File: config.mk
export PLATFORM = sky130hd
export DESIGN_NAME = reg_dump_reader_flat
export DESIGN_NICKNAME = d
export VERILOG_FILES = /design/src/rtl/reg_dump_pkg.sv /design/src/rtl/reg_dump_reader_if.sv /design/src/rtl/reg_dump_out_stage.sv /design/src/rtl/reg_dump_reader.sv /design/src/flat_wrapper.sv
export SDC_FILE = /design/constraint.sdc
export NUM_CORES = 1
export LEC_CHECK = 0
export ABC_AREA = 1
export ABC_CLOCK_PERIOD_IN_PS = 2500
export CAP_MARGIN = 20
export CORE_MARGIN = 3
export CORE_UTILIZATION = 45
export CTS_CLUSTER_DIAMETER = 60
export DETAILED_ROUTE_END_ITERATION = 12
export DONT_BUFFER_PORTS = 1
export SLEW_MARGIN = 20
export SYNTH_ARGS = -nofsm -noshare
export SYNTH_HDL_FRONTEND = slang
export SYNTH_SLANG_ARGS = --single-unit
File: constraint.sdc
create_clock -name clk -period 2.5 [get_ports clk]
set_input_delay 0.625 -clock clk [delete_from_list [all_inputs] [get_ports clk]]
set_output_delay 0.625 -clock clk [all_outputs]
set_load 0.02 [all_outputs]
File: src/rtl/reg_dump_pkg.sv
// Shared types and default sizing for the register dump reader.
package reg_dump_pkg;

  localparam int DATA_WIDTH_DEF = 32;
  localparam int NUM_REGS_DEF   = 32;
  localparam int ADDR_WIDTH_DEF = 5;

  typedef enum logic [2:0] {
    IDLE,
    ISSUE,
    CAPTURE,
    HOLD,
    FIN
  } dumpState_e;

endpackage

File: src/rtl/reg_dump_reader_if.sv
// Bus bundle for the dump reader: control, storage read port and output stream.
// slave = dump reader side, master = surrounding system / bench side.
interface reg_dump_reader_if #(
  parameter int DATA_WIDTH = 32,
  parameter int ADDR_WIDTH = 5
);
  logic                  start;
  logic [ADDR_WIDTH-1:0] start_addr;
  logic [ADDR_WIDTH:0]   count;
  logic                  rd_en;
  logic [ADDR_WIDTH-1:0] rd_addr;
  logic [DATA_WIDTH-1:0] rd_data;
  logic [DATA_WIDTH-1:0] out_data;
  logic                  out_valid;
  logic                  out_ready;
  logic                  out_last;
  logic                  out_parity;
  logic                  busy;
  logic                  done;

  modport slave (
    input  start, start_addr, count, rd_data, out_ready,
    output rd_en, rd_addr, out_data, out_valid, out_last, out_parity, busy, done
  );

  modport master (
    output start, start_addr, count, rd_data, out_ready,
    input  rd_en, rd_addr, out_data, out_valid, out_last, out_parity, busy, done
  );
endinterface

File: src/rtl/reg_dump_out_stage.sv
// Output register stage of the dump stream. Owns out_data/valid/last/parity so the
// "stable while valid && !ready" rule lives in exactly one place.
// Optional: REG_DUMP_PARITY_EN registers even parity of the word alongside it.
module reg_dump_out_stage #(
  parameter int DATA_WIDTH = 32
) (
  input  logic                  clk,
  input  logic                  reset,
  input  logic                  load,
  input  logic [DATA_WIDTH-1:0] loadData,
  input  logic                  loadLast,
  input  logic                  ready,
  output logic [DATA_WIDTH-1:0] outData,
  output logic                  outValid,
  output logic                  outLast,
  output logic                  outParity
);

  // Load a fresh word, or drop valid/last once the consumer takes it; data is held otherwise.
  always_ff @(posedge clk or negedge reset) begin
    if (!reset) begin
      outData  <= '0;
      outValid <= 1'b0;
      outLast  <= 1'b0;
    end else if (load) begin
      outData  <= loadData;
      outValid <= 1'b1;
      outLast  <= loadLast;
    end else if (outValid && ready) begin
      outValid <= 1'b0;
      outLast  <= 1'b0;
    end
  end

`ifdef REG_DUMP_PARITY_EN
  // Parity is captured with the word so it cannot change while the word is held.
  always_ff @(posedge clk or negedge reset) begin
    if (!reset)    outParity <= 1'b0;
    else if (load) outParity <= ^loadData;
  end
`else
  assign outParity = 1'b0;
`endif

endmodule

File: src/rtl/reg_dump_reader.sv
// Sequential register dump: reads count words from start_addr (wrapping at NUM_REGS)
// through a 1-cycle-latency read port and streams them out with valid/ready.
// One read outstanding at a time; 3 cycles per word with ready held high.
// Build option: REG_DUMP_PARITY_EN enables out_parity (tied low otherwise).
module reg_dump_reader
  import reg_dump_pkg::*;
#(
  parameter int DATA_WIDTH = DATA_WIDTH_DEF,
  parameter int NUM_REGS   = NUM_REGS_DEF,
  parameter int ADDR_WIDTH = ADDR_WIDTH_DEF
) (
  input logic            clk,
  input logic            reset,
  reg_dump_reader_if.slave bus
);

  localparam int CNT_W = ADDR_WIDTH + 1;

  dumpState_e            state;
  logic [ADDR_WIDTH-1:0] addr;
  logic [ADDR_WIDTH-1:0] nextAddr;
  logic [CNT_W-1:0]      remaining;
  logic [CNT_W-1:0]      countClamp;
  logic                  rdEn;
  logic [ADDR_WIDTH-1:0] rdAddr;
  logic                  doneQ;
  logic [DATA_WIDTH-1:0] outData;
  logic                  outValid;
  logic                  outLast;
  logic                  outParity;

  assign countClamp = (bus.count > CNT_W'(NUM_REGS)) ? CNT_W'(NUM_REGS) : bus.count;
  assign nextAddr   = (addr == ADDR_WIDTH'(NUM_REGS - 1)) ? '0 : addr + 1'b1;

  // Dump sequencer: rd_en/rd_addr/done are set on the edge entering ISSUE/FIN so they
  // are registered and line up exactly with those states.
  always_ff @(posedge clk or negedge reset) begin
    if (!reset) begin
      state     <= IDLE;
      addr      <= '0;
      remaining <= '0;
      rdEn      <= 1'b0;
      rdAddr    <= '0;
      doneQ     <= 1'b0;
    end else begin
      rdEn  <= 1'b0;
      doneQ <= 1'b0;
      case (state)
        IDLE: begin
          if (bus.start) begin
            if (bus.count != '0) begin
              addr      <= bus.start_addr;
              remaining <= countClamp;
              rdEn      <= 1'b1;
              rdAddr    <= bus.start_addr;
              state     <= ISSUE;
            end else begin
              doneQ <= 1'b1;
              state <= FIN;
            end
          end
        end
        ISSUE: state <= CAPTURE;
        CAPTURE: begin
          remaining <= remaining - 1'b1;
          addr      <= nextAddr;
          state     <= HOLD;
        end
        HOLD: begin
          if (outValid && bus.out_ready) begin
            if (remaining != '0) begin
              rdEn   <= 1'b1;
              rdAddr <= addr;
              state  <= ISSUE;
            end else begin
              doneQ <= 1'b1;
              state <= FIN;
            end
          end
        end
        FIN:     state <= IDLE;
        default: state <= IDLE;
      endcase
    end
  end

  reg_dump_out_stage #(.DATA_WIDTH(DATA_WIDTH)) uOut (
    .clk      (clk),
    .reset    (reset),
    .load     (state == CAPTURE),
    .loadData (bus.rd_data),
    .loadLast (remaining == CNT_W'(1)),
    .ready    (bus.out_ready),
    .outData  (outData),
    .outValid (outValid),
    .outLast  (outLast),
    .outParity(outParity)
  );

  assign bus.rd_en      = rdEn;
  assign bus.rd_addr    = rdAddr;
  assign bus.out_data   = outData;
  assign bus.out_valid  = outValid;
  assign bus.out_last   = outLast;
  assign bus.out_parity = outParity;
  assign bus.busy       = (state != IDLE);
  assign bus.done       = doneQ;

endmodule

File: src/flat_wrapper.sv
// flat-port wrapper written by rule: the top's interface ports become plain ports
module reg_dump_reader_flat import reg_dump_pkg::*;
#(
  parameter int DATA_WIDTH = DATA_WIDTH_DEF,
  parameter int NUM_REGS   = NUM_REGS_DEF,
  parameter int ADDR_WIDTH = ADDR_WIDTH_DEF
)
  (clk, reset, bus_start, bus_start_addr, bus_count, bus_rd_data, bus_out_ready, bus_rd_en, bus_rd_addr, bus_out_data, bus_out_valid, bus_out_last, bus_out_parity, bus_busy, bus_done);
  reg_dump_reader_if #(.DATA_WIDTH(DATA_WIDTH), .ADDR_WIDTH(ADDR_WIDTH)) bus_i ();
  input logic clk;
  input logic reset;
  input wire logic [$bits(bus_i.start)-1:0] bus_start;
  input wire logic [$bits(bus_i.start_addr)-1:0] bus_start_addr;
  input wire logic [$bits(bus_i.count)-1:0] bus_count;
  input wire logic [$bits(bus_i.rd_data)-1:0] bus_rd_data;
  input wire logic [$bits(bus_i.out_ready)-1:0] bus_out_ready;
  output wire logic [$bits(bus_i.rd_en)-1:0] bus_rd_en;
  output wire logic [$bits(bus_i.rd_addr)-1:0] bus_rd_addr;
  output wire logic [$bits(bus_i.out_data)-1:0] bus_out_data;
  output wire logic [$bits(bus_i.out_valid)-1:0] bus_out_valid;
  output wire logic [$bits(bus_i.out_last)-1:0] bus_out_last;
  output wire logic [$bits(bus_i.out_parity)-1:0] bus_out_parity;
  output wire logic [$bits(bus_i.busy)-1:0] bus_busy;
  output wire logic [$bits(bus_i.done)-1:0] bus_done;
  assign bus_i.start = bus_start;
  assign bus_i.start_addr = bus_start_addr;
  assign bus_i.count = bus_count;
  assign bus_i.rd_data = bus_rd_data;
  assign bus_i.out_ready = bus_out_ready;
  assign bus_rd_en = bus_i.rd_en;
  assign bus_rd_addr = bus_i.rd_addr;
  assign bus_out_data = bus_i.out_data;
  assign bus_out_valid = bus_i.out_valid;
  assign bus_out_last = bus_i.out_last;
  assign bus_out_parity = bus_i.out_parity;
  assign bus_busy = bus_i.busy;
  assign bus_done = bus_i.done;
  reg_dump_reader #(.DATA_WIDTH(DATA_WIDTH), .NUM_REGS(NUM_REGS), .ADDR_WIDTH(ADDR_WIDTH)) u_core (.clk(clk), .reset(reset), .bus(bus_i));
endmodule
==> flow_summary.ini <==
[drt]
via_count = 1967
wl_per_cell_um = 14.05
drc_errors = 0
drt_first_iter_violations = 119
avgViaCountPerCell = 5.031
drtAntennaViolNets = 0
dr.pass1.iters = 4
wl_um = 5492

[global_routing]
grt_use_total_pct = 16.92
grt_max_degree = 49
grt_pass1_wl_um = 8756
first_global_vias = 1812
antenna_found_initial = 0
grt_overflow = 0

[logic_synthesis]
yosysSeqAreaShare_pct = 52.71
synthCells = 318
synth_edf_count = 0
synth_flop_cell = dfrtp_1
syn_area_um2 = 2611
synth_nets = 369
async_reset_ff_share_pct = 100.0
ys_types = 27
synth-seq-cells = 55
synthTopCellsByArea = dfrtp_1 (53%), nand2_1 (23%), nand3_1 (4.6%)
synth_top_area_cell = dfrtp_1
yosys_warnings = 0
avgSynthCellArea_um2 = 8.211
synth_top_area_share_pct = 52.71

[place]
detailed_place_hpwl_um = 3842
port_buffers = 0
dp.cells = 382
place_congestion = 0.8201

[timing]
final.min_clock_period_ns = 1.782
fmaxAchievable_mhz = 561.3
drv_slew = 0
hold_violations = 0
rsz0062_at_grt = no
skew_ns = 0.01057
final.period_utilization_pct = 71.27
worst_hold_slack_ns = 0.1682
setup_viol = 0
tns_ns = 0

[setup_path]
cp_top_family = buffers and inverters
path_depth = 6
worstReg2RegStart = u_core.state[0]
required_ns = 2.74
cpPeakStageDelay_ns = 0.45
ff2ff_path_depth = 6
crit_slowest_cell = inv_2
crit_type = flip-flop to flip-flop
cp_cell_sequence = inv_2 > nand3_4 > inv_2 > buf_4 > nand2_1 > nand2_1
arrival_ns = 2.02
reg2reg_to = u_core.uOut.outData[18]
worstPathMaxFanout = 36
crit_buf_inv = 3
end_kind = flip-flop
r2r_setup_slack_ns = 0.72
critPathLaunchType = flip-flop

[floorplanning]
ios = 90
die_w_um = 82.18
start_util_pct = 46.85
die_area_um2 = 6753
die_h_um = 82.18
rows = 27
core-area_um2 = 5574

[clock_tree]
clk_latency_ns = 0.30
clk_pin_slew_ns = 0.10
cts_tree = built
post_cts_buffers = 0
cts_buffers = 5
clockBufferDepth = 2
cts_root_buffer = clkbuf_8
cts.sinks = 55
h-tree-depth = 2

[final_layout]
final_cells = 391
nFillCells = 561
nets = 370
utilization_pct = 49.63
final_cell_mix = nand2_1 (159), dfrtp_1 (55), nand3_1 (24), nor2_1 (14), inv_1 (10)
area_growth_pct = 5.941
layout_commonest_cell = nand2_1
n_antenna_cell = 0
drive_above_1_share_pct = 10.03

[pwr]
peakVddDrop_v = 0.0006015
power_density_nw_per_um2 = 1475
leakage_uw = 0.001484

[worst_hold_path]
min_path_type = input port to asynchronous set/reset pin

[status]
status = finished clean

[flow_run]
max_cap_viol_count = 0
[state kept, by name (all words and copies together) (netlist names)]
signal	cells
u_core.bus.rd_en	1
u_core.uOut.outValid	1
u_core.bus.rd_addr	5
u_core.remaining	6
u_core.bus.done	1
u_core.uOut.outLast	1
u_core.uOut.outData	32
u_core.state	3
u_core.addr	5
[cell type report]
| class | count | area (µm²) | area share (%) |
|---|---|---|---|
| Clock inverter | 2 | 13.76 | 0.4975 |
| Timing Repair Buffer | 4 | 52.55 | 1.900 |
| Tap cell | 72 | 90.09 | 3.256 |
| Clock buffer | 5 | 68.82 | 2.488 |
| Sequential cell | 55 | 1376 | 49.75 |
| Multi-Input combinational cell | 237 | 1104 | 39.89 |
| Inverter | 16 | 61.31 | 2.216 |
[synth_stat cells (2+ instances only)]
master / instances
inv_1: 10
nand3_2: 2
buf_2: 7
ha_1: 4
dfrtp_1: 55
nand3_4: 3
nand3_1: 24
a21boi_0: 2
o21ai_1: 4
nand2_2: 5
nand2_4: 2
buf_4: 2
inv_2: 5
xor2_1: 2
o21ai_2: 3
nand2_1: 159
nor2_1: 14
o21ai_0: 6
[logic make-up (layout without fill, tap and decap cells)]
kind of cell | Yosys count | count (layout) | synth area share [%]
XOR/XNOR | 3 | 3 | 1.006
AO/OA/AOI/OAI | 18 | 18 | 4.409
flip-flops | 55 | 55 | 52.71
buffers and inverters | 26 | 27 | 5.031
AND/OR/NAND/NOR | 211 | 211 | 34.79
adder cells (fa/ha/maj) | 4 | 4 | 1.917
other | 1 | 1 | 0.1436
[how the worst max path moves through the flow]
stage | startpoint | end
2_1_floorplan | u_core.addr[0] | u_core.addr[4]
3_3_place_gp | u_core.state[2] | u_core.uOut.outData[22]
3_5_place_dp | u_core.state[2] | u_core.uOut.outData[18]
4_1_cts | u_core.state[0] | u_core.uOut.outData[18]
5_1_grt | u_core.state[0] | u_core.uOut.outData[18]
6_report | u_core.state[0] | u_core.uOut.outData[18]
[report_power, final]
group          switching, µW  leakage (µW)  internal [µW]  total (µW)
Sequential               713      0.000684           1310        2030
Combinational           1040      0.000756            543        1580
Clock                    276     0.0000440            192         469
Total                   2030       0.00148           2050        4080
[metal layers]
metal | global-route usage (%) | routed length (µm) | share of wire, % | up-vias
met1 | 24.04 | 2539 | 46 | 917
met4 | 4.485 | 33 | 0.60 | 0
met3 | 6.074 | 456 | 8.3 | 2
li1 | - | - | - | 986
met5 | 0 | 0 | 0 | -
met2 | 24.39 | 2462 | 45 | 62
[timing repair]
item,4_1_cts,5_1_grt
gates resized for setup,0,0
setup endpoints to repair,0,0
hold buffers,2,0
hold endpoints to repair,48,0
[per-stage QoR]
step / instance area (µm²) / power (µW) / setup slack (ns)
finish: 2766 / 4081 / 0.7183
global route: 2766 / 4500 / 0.5398
CTS: 2766 / 4138 / 0.6700
detailed placement: 2646 / 3632 / 0.6940
global placement: 2646 / 3590 / 0.7753
floorplan: 2611 / 3351 / 0.9831
[worst register-to-register path, delay by kind of cell, from the launching register on]
kind / cells / cell delay (ns)
buf+inv: 3 / 0.84
simple gates: 3 / 0.47
flops: 1 / 0.42
Note: power is estimated with default switching activity, not from simulation.
